**src/rtl/instdecoder_pkg.sv**
```systemverilog
// instdecoder_pkg: opcode, mode and microcode address constants plus the decode result type
package instdecoder_pkg;
    localparam int UC_W = 5;
    localparam logic [5:0] OPC_ALU_A = 6'b001100;
    localparam logic [5:0] OPC_ALU_B = 6'b010100;
    localparam logic [5:0] OPC_ALU_C = 6'b011100;
    localparam logic [5:0] OPC_01 = 6'b000001;
    localparam logic [5:0] OPC_02 = 6'b000010;
    localparam logic [5:0] OPC_03 = 6'b000011;
    localparam logic [5:0] OPC_05 = 6'b000101;
    localparam logic [5:0] OPC_06 = 6'b000110;
    localparam logic [5:0] OPC_0E = 6'b001110;
    localparam logic [1:0] MD_00 = 2'b00;
    localparam logic [1:0] MD_01 = 2'b01;
    localparam logic [1:0] MD_10 = 2'b10;
    localparam logic [UC_W-1:0] UC_0 = 5'd0;
    localparam logic [UC_W-1:0] UC_1 = 5'd1;
    localparam logic [UC_W-1:0] UC_5 = 5'd5;
    localparam logic [UC_W-1:0] UC_9 = 5'd9;
    localparam logic [UC_W-1:0] UC_10 = 5'd10;
    localparam logic [UC_W-1:0] UC_11 = 5'd11;
    localparam logic [UC_W-1:0] UC_12 = 5'd12;
    localparam logic [UC_W-1:0] UC_14 = 5'd14;
    localparam logic [UC_W-1:0] UC_15 = 5'd15;
    localparam logic [UC_W-1:0] UC_16 = 5'd16;
    localparam logic [UC_W-1:0] UC_17 = 5'd17;
    localparam logic [UC_W-1:0] UC_19 = 5'd19;
    localparam logic [UC_W-1:0] UC_21 = 5'd21;
    localparam logic [2:0] OP_ILLEGAL = 3'd7;

    typedef struct packed {
        logic [UC_W-1:0] ib;
        logic [UC_W-1:0] sb;
        logic [2:0]      op_s;
        logic            illegal;
    } dec_t;

    localparam dec_t DEC_ILLEGAL = dec_t'{ib: '1, sb: '1, op_s: OP_ILLEGAL, illegal: 1'b1};

    function automatic dec_t md_dec(input logic [1:0] md, input logic [UC_W-1:0] ib0,
                                    input logic [UC_W-1:0] sub, input logic has0);
        return md == MD_00 ? (has0 ? dec_t'{ib: ib0, sb: UC_0, op_s: 3'd0, illegal: 1'b0} : DEC_ILLEGAL) :
               md == MD_01 ? dec_t'{ib: UC_5, sb: sub, op_s: 3'd0, illegal: 1'b0} :
               md == MD_10 ? dec_t'{ib: UC_1, sb: sub, op_s: 3'd0, illegal: 1'b0} : DEC_ILLEGAL;
    endfunction
endpackage

```
**src/rtl/instdecode_core.sv**
```systemverilog
// instdecode_core: combinational instruction word to microcode entry decode table
module instdecode_core
    import instdecoder_pkg::*;
(
    input  logic [15:0] instcode,
    output dec_t        dec
);
    logic [5:0] opc;
    logic [1:0] md;
    logic       unused_bits;
    dec_t       t;
    assign opc = instcode[15:10];
    assign md = instcode[5:4];
    assign unused_bits = ^{instcode[9:6], instcode[3:0]};
    always_comb begin
        t = DEC_ILLEGAL;
        case (opc)
            OPC_ALU_A, OPC_ALU_B, OPC_ALU_C: t = md_dec(md, UC_17, UC_12, 1'b1);
            OPC_01: t = md_dec(md, UC_15, UC_10, 1'b1);
            OPC_02: t = md_dec(md, UC_16, UC_11, 1'b1);
            OPC_03: t = md_dec(md, UC_0, UC_14, 1'b0);
            OPC_05: t = dec_t'{ib: UC_9, sb: UC_0, op_s: 3'd0, illegal: 1'b0};
            OPC_06: t = dec_t'{ib: UC_19, sb: UC_0, op_s: 3'd0, illegal: 1'b0};
            OPC_0E: t = dec_t'{ib: UC_21, sb: UC_0, op_s: 3'd0, illegal: 1'b0};
            default: t = DEC_ILLEGAL;
        endcase
    end
    assign dec = t.illegal ? DEC_ILLEGAL : dec_t'{ib: t.ib, sb: t.sb, op_s: instcode[15:13], illegal: 1'b0};
endmodule

```
**src/rtl/instdecoder_pipe.sv**
```systemverilog
// instdecoder_pipe: decoder feeding a DEPTH-entry output FIFO; DEC_TRAP_EN adds a sticky illegal trap
module instdecoder_pipe
    import instdecoder_pkg::*;
#(
    parameter int ADDR_W = 5,
    parameter int DEPTH  = 2,
    parameter int CNT_W  = 8
) (
    input  logic              clk,
    input  logic              rst,
    input  logic              flush,
    input  logic              in_valid,
    output logic              in_ready,
    input  logic [15:0]       instcode,
    output logic              out_valid,
    input  logic              out_ready,
    output logic [ADDR_W-1:0] ib,
    output logic [ADDR_W-1:0] sb,
    output logic [2:0]        op_s,
    output logic              out_illegal,
    output logic [CNT_W-1:0]  illegal_cnt,
    output logic              trap,
    output logic [15:0]       trap_inst,
    input  logic              trap_clr
);
    localparam int AW = $clog2(DEPTH);
    dec_t       dec, head;
    dec_t       mem [DEPTH];
    logic [AW:0] wptr, rptr;
    logic       full, push, pop, stall;
    instdecode_core u_core (.instcode(instcode), .dec(dec));
    assign full = (wptr ^ rptr) == {1'b1, {AW{1'b0}}};
    assign out_valid = wptr != rptr;
    assign in_ready = !full && !flush && !stall;
    assign push = in_valid && in_ready;
    assign pop = out_valid && out_ready;
    assign head = mem[rptr[AW-1:0]];
    assign ib = (!out_valid || head.illegal) ? '1 : ADDR_W'(head.ib);
    assign sb = (!out_valid || head.illegal) ? '1 : ADDR_W'(head.sb);
    assign op_s = out_valid ? head.op_s : OP_ILLEGAL;
    assign out_illegal = out_valid && head.illegal;
    always_ff @(posedge clk)
        if (push) mem[wptr[AW-1:0]] <= dec;
    always_ff @(posedge clk or posedge rst)
        if (rst) begin
            wptr <= '0;
            rptr <= '0;
            illegal_cnt <= '0;
        end else begin
            wptr <= wptr + (AW+1)'(push);
            rptr <= flush ? wptr : rptr + (AW+1)'(pop);
            if (push && dec.illegal && illegal_cnt != '1) illegal_cnt <= illegal_cnt + CNT_W'(1);
        end
`ifdef DEC_TRAP_EN
    always_ff @(posedge clk or posedge rst)
        if (rst) begin
            trap <= 1'b0;
            trap_inst <= '0;
        end else if (push && dec.illegal) begin
            trap <= 1'b1;
            trap_inst <= instcode;
        end else if (trap_clr) trap <= 1'b0;
    assign stall = trap;
`else
    logic unused_trap_clr;
    assign unused_trap_clr = trap_clr;
    assign trap = 1'b0;
    assign trap_inst = '0;
    assign stall = 1'b0;
`endif
endmodule

```
**config.mk**
```make
export PLATFORM = sky130hd
export DESIGN_NAME = instdecoder_pipe
export DESIGN_NICKNAME = d
export VERILOG_FILES = /design/src/rtl/instdecoder_pkg.sv /design/src/rtl/instdecode_core.sv /design/src/rtl/instdecoder_pipe.sv
export SDC_FILE = /design/constraint.sdc
export NUM_CORES = 1
export LEC_CHECK = 0
export ABC_AREA = 0
export BUFFER_PORTS_ARGS = -buffer_cell sky130_fd_sc_hd__buf_2
export CORE_ASPECT_RATIO = 1.2
export CORE_MARGIN = 2
export CORE_UTILIZATION = 50
export DETAILED_ROUTE_END_ITERATION = 8
export GPL_TIMING_DRIVEN = 0
export PLACE_DENSITY = 0.78
export SLEW_MARGIN = 15
export SYNTH_ARGS = -nofsm -noshare
export SYNTH_HDL_FRONTEND = slang
export SYNTH_HIERARCHICAL = 1
export SYNTH_SLANG_ARGS = --single-unit
```
**constraint.sdc**
```tcl
create_clock -name clk -period 5.93 [get_ports clk]
set_clock_uncertainty 0.15 [all_clocks]
set_input_delay 0.2965 -clock clk [delete_from_list [all_inputs] [get_ports clk]]
set_output_delay 0.2965 -clock clk [all_outputs]
set_load 0.02 [all_outputs]
```
After elaboration in Yosys (flattened, before gate mapping)
Memory sizes are Yosys's and may differ from the RTL's.
Cells that the tools add are included.
- bits in registers: 12
- bits in writable memories: 28
- input port bits: 22
- output and inout port bits: 41
- memories: 1
- add/sub/neg operators: 3
- eq/ne operators: 14
- multiplexer cells: 20
- bitwise gates (word level): 1
- reduce and logical (&&, ||, !) cells: 12
- memory list (name ; words ; width ; read ports ; clocked after Yosys merged registers in ; write ports ; line ; text):
    mem ; 2 ; 14 ; 1 ; 0 ; 1 ; instdecoder_pipe.sv:28 ; dec_t mem [DEPTH];
- operators with widths (kind ; count):
    2-to-1 mux 14 bit ; 13
    case mux 14 bit (7 select lines) ; 1
    equality test 6 x 2 -> 1 bit, second input constant ; 2
    equality test 6 x 3 -> 1 bit, second input constant ; 2
    equality test 6 x 4 -> 1 bit, second input constant ; 2
    equality test 6 x 5 -> 1 bit, second input constant ; 2
    2-to-1 mux 5 bit ; 2
    adder 8 x 1 -> 8 bit, second input constant ; 1
    != test 8 bit, second input constant ; 1
    equality test 6 x 1 -> 1 bit, second input constant ; 1
    logical AND 1 bit ; 6
    adder 2 x 1 -> 2 bit ; 2
    equality test 2 bit, second input constant ; 2
    zero test 1 bit ; 3
    2-to-1 mux 3 bit ; 1
    OR reduction 3 bit ; 1
    equality test 2 x 1 -> 1 bit, second input constant ; 1
    zero test 2 bit ; 1
    2-to-1 mux 1 bit ; 2
    2-to-1 mux 2 bit ; 1
    != test 2 bit ; 1
    XOR 2 bit ; 1
    logical OR 1 bit ; 1

Logic depth before layout (Yosys ltp)
- depth after elaboration: 8
- gate-level depth with buffers: 10

By module
The synthesis kept the hierarchy.
- by module, submodules not included (module ; times used ; cells each ; area an instance (sq um)):
    instdecoder_pipe ; 1 ; 135 ; 1849.3
    instdecode_core ; 1 ; 71 ; 534.3

Worst setup path before layout
Ideal clock, no wire load.
- path kind: register to register
- start point: register rptr[0]
- end point: memory mem[1][0] in the netlist's numbering (enable)
- library setup time: 373 ps
- arrival: 1761 ps
- required time: 5407 ps
- slack: 3646 ps
- cell stages (with the launch flop): 7
- buffers on the path: 1
- period minus slack after synthesis: 2284 ps
- path through: dfrtp_1 -> buf_6 -> xor2_2 -> nor2_1 -> nor2_1 -> and2_1 -> ha_1
- word-level cells in the longest chain between the ends: 7
- RTL lines (element ; line ; text):
    start: declaration ; instdecoder_pipe.sv:29 ; logic [AW:0] wptr, rptr;
    start signal: assignment ; instdecoder_pipe.sv:51 ; rptr <= flush ? wptr : rptr + (AW+1)'(pop);
    XOR 2 bit ; instdecoder_pipe.sv:32 ; assign full = (wptr ^ rptr) == {1'b1, {AW{1'b0}}};
    equality test 2 bit ; instdecoder_pipe.sv:32 ;
    zero test 1 bit ; instdecoder_pipe.sv:34 ; assign in_ready = !full && !flush && !stall;
    logical AND 1 bit ; instdecoder_pipe.sv:34 ;
    net in_ready ; instdecoder_pipe.sv:13 ; output logic in_ready,
    logical AND 1 bit ; instdecoder_pipe.sv:35 ; assign push = in_valid && in_ready;
    2-to-1 mux 1 bit ; instdecoder_pipe.sv:43 ; if (push) mem[wptr[AW-1:0]] <= dec;
    2-to-1 mux 1 bit (implied by the code) ; instdecoder_pipe.sv:43 ;
    end: declaration ; instdecoder_pipe.sv:28 ;
The timed path passes the listed nets, and every way through them passes these cells.

Worst setup path in the final report
- start point: register rptr[0]
- end point: output ib[0]
- word-level cells in the longest chain between the ends: 4
- RTL lines (element ; line ; text):
    != test 2 bit ; instdecoder_pipe.sv:33 ; assign out_valid = wptr != rptr;
    zero test 1 bit ; instdecoder_pipe.sv:38 ; assign ib = (!out_valid || head.illegal) ? '1 : ADDR_W'(head.ib);
    logical OR 1 bit ; instdecoder_pipe.sv:38 ;
    2-to-1 mux 5 bit (*) ; instdecoder_pipe.sv:38 ;
    end: declaration ; instdecoder_pipe.sv:17 ; output logic [ADDR_W-1:0] ib,
Every way passes the cells marked *; elsewhere a longest branch is shown, timed or not.

==> results by group <==
Status
  • Status: finished, final reports clean

Setup path
  • Worst EP arrival: 1890 ps
  • Crit-path slowest cell: dfrtp_1
  • Crit path kind: flip-flop to output port
  • Worst setup SP type: flip-flop
  • Reg-to-reg endpoint: mem[1][11]$_DFFE_PP_
  • Worst EP required: 5480 ps
  • R2R setup slack: 3690 ps
  • Most used cell along the critical path: nand2_1
  • R2r startpoint: rptr[0]$_DFF_PP0_
  • Crit path largest cell delay: 390 ps
  • R2R cell count: 6
  • Crit path cell chain: buf_6 > xnor2_1 > nand2_1 > and2_1 > clkbuf_1 > nand2_1 > buf_2
  • Crit end category: output port
  • Worst Path Max Fanout: 10

Detailed routing
  • Number of antenna-violating nets in the routed design: 0
  • Vias/cell: 4.93
  • Drt first pass iters: 4
  • WL final: 3930 um
  • Routed via count: 1583
  • Initial DRC count: 35
  • Routed WL per cell: 12.3 um
  • Drt drc: 0

Cells and area
  • Syn-to-layout area delta: 16.2%
  • Layout cells sized above 1: 0.338
  • # fillers: 392
  • Antenna diodes: 0
  • Finished Layout Cells: 321
  • Final nets: 291
  • Final core occ: 0.603

Synth
  • Yosys synthesis warning count: 6
  • Mapped Area: 2380 sq um
  • Mapped Cells: 206
  • Share of the synthesized area in the top cell type: 0.353
  • Async SR Flop Fraction: 0.300
  • Most numerous cell in the Yosys netlist: edfxtp_1
  • Largest area contributor in the netlist: edfxtp_1
  • Post-synth EDFFs: 28
  • Syn avg cell area: 11.6 sq um
  • Synth Flop Type: edfxtp_1
  • FF+latch count, synth: 40
  • Top post-synthesis cells by count: 28 x edfxtp_1, 20 x buf_4, 20 x nand2_1
  • Seq/Total Area, Yosys: 0.479
  • Largest cells by area after synthesis: edfxtp_1 35%, dfrtp_1 13%, buf_4 6.3%
  • Yosys cell types: 50

STA
  • Count of pins over their slew limit: 0
  • Slew margin rel.: 0.544
  • Setup_tns: 0 ps
  • Worst hold margin: 120 ps
  • Tightest Pin Transition: 684 ps
  • Hold Vio Cnt, Final: 0
  • Highest Clock Rate: 0.428 GHz
  • RSZ-0062 raised after global routing: no
  • Tcrit/Tclk final: 0.394
  • Setup Viol. Count Final: 0
  • Min cycle time layout: 2340 ps

Global route
  • Total grt overflow: 0
  • Antenna violations before repair: 0
  • Vias in the first global route: 1372
  • First-pass GRT wire length: 6270 um
  • Pin count of the biggest net entering global routing: 16
  • Total GRT Usage: 0.158

Die
  • IO Count: 63
  • Die Span X: 67.0 um
  • FP Rows: 27
  • Die area: 5340 sq um
  • Initial Util: 0.519
  • Core Region: 4590 sq um
  • Die Y: 79.6 um

CTS
  • Resized Gates After CTS: 0
  • Clock Tree Buf Depth: 2
  • CTS Root Cell: clkbuf_8
  • Clock sink count: 40
  • Worst-Skew Late Latency: 280 ps
  • Num CTS Buffers: 5
  • CTS tree: yes
  • Post-CTS setup repair buffer count: 0
  • H-tree depth: 2
  • Clk pin slew, worst setup/hold paths: 70 ps

Place
  • Placed insts: 312
  • Buffers on Ports: 32
  • Gp weighted congestion: 0.897
  • Hpwl dp: 3060 um

Pwr
  • PwrDens: 384 nW/um^2
  • VDD IR max: 0.000135 V
  • Total chip power: 1060 uW
  • Leak pwr: 0.00116 uW

Job
  • Max-cap violations: 0

Min path
  • Hold path depth: 2
  • Worst Hold Class: input pin to flip-flop
  • Worst Min Path Start: flush
  • WHS Endpoint: rptr[1]$_DFF_PP0_
## sequential cells by signal, summed over array words and instances, names as in the netlist
register / flops
mem: 28
illegal_cnt: 8
wptr: 2
rptr: 2
## cell type report
cell class / instances / area [sq um] / share of cell area
repair buffers: 33 / 170 / 0.0615
clock inverters: 3 / 13.8 / 0.00497
clock buffers: 5 / 68.8 / 0.0249
inverters: 9 / 33.8 / 0.0122
flip-flops and latches: 40 / 1140 / 0.412
well taps: 58 / 72.6 / 0.0262
plain buffers: 28 / 214 / 0.0773
multi-input cells: 145 / 1050 / 0.381
## logic make-up (layout without fill, tap and decap cells)
| family | after synthesis | in the layout | synth area share |
|---|---|---|---|
| AND/OR/NAND/NOR | 65 | 65 | 0.157 |
| multiplexers | 18 | 18 | 0.0777 |
| other | 1 | 17 | 0.00157 |
| XOR/XNOR | 13 | 13 | 0.0541 |
| AO/OA/AOI/OAI | 25 | 25 | 0.0898 |
| adder cells (fa/ha/maj) | 7 | 7 | 0.0367 |
| flip-flops | 40 | 40 | 0.479 |
| buffers and inverters | 37 | 78 | 0.104 |
## cell usage in the layout (no fill, tap or decap), types with 6 or more instances in the layout
| cell | count |
|---|---|
| inv_1 | 6 |
| nand2_1 | 20 |
| edfxtp_1 | 28 |
| conb_1 | 17 |
| xor2_1 | 7 |
| nand2b_1 | 7 |
| nor2_1 | 8 |
| dfrtp_1 | 12 |
| mux2i_1 | 14 |
| buf_2 | 35 |
| buf_4 | 20 |
| nand3_1 | 6 |
| o21ai_0 | 6 |
| ha_1 | 7 |
## critical path: cells and delay by family (launching register included)
kind	cells	cell delay [ps]
xor gates and xnor gates	1	130
DFF	1	390
and+or+nand+nor	3	430
buffers and inverters	3	640
## per-layer routing
layer | routed length, um | share of wire | vias to the layer above | global-route usage
met4 | 66 | 0.017 | 0 | 0.0694
met3 | 190 | 0.048 | 4 | 0.0339
met2 | 2040 | 0.52 | 47 | 0.266
met1 | 1640 | 0.42 | 729 | 0.191
met5 | 0 | 0 | - | 0
li1 | - | - | 803 | -
## through the flow
stage	worst slack (ps)	instance area, sq um
2_1_floorplan	3650	2440
3_3_place_gp	3380	2680
3_5_place_dp	3340	2680
4_1_cts	3550	2770
5_1_grt	3440	2770
6_report	3590	2770
## how the worst max path moves through the flow
stage | from | end | slack, ps | depth (start not counted)
global route | rptr[0]$_DFF_PP0_ | sb[2] | 3440 | 7
floorplan | rptr[0]$_DFF_PP0_ | mem[1][0]$_DFFE_PP_ | 3650 | 6
finish | rptr[0]$_DFF_PP0_ | ib[0] | 3590 | 7
detailed placement | instcode[4] | illegal_cnt[6]$_DFFE_PP0P_ | 3340 | 11
global placement | instcode[4] | illegal_cnt[6]$_DFFE_PP0P_ | 3380 | 11
CTS | rptr[0]$_DFF_PP0_ | sb[3] | 3550 | 7
## power breakdown
part	total [uW]	internal (uW)	switching, uW
sequential	409	364	44.7
combinational	491	190	302
clock	162	79.6	82.8
## timing repair
action / in CTS / in global routing
endpoints found under the setup margin: 0 / 0
hold endpoints to repair: 12 / 0
hold buffers: 1 / 0
No activity file was read; power rests on OpenSTA's default activity.
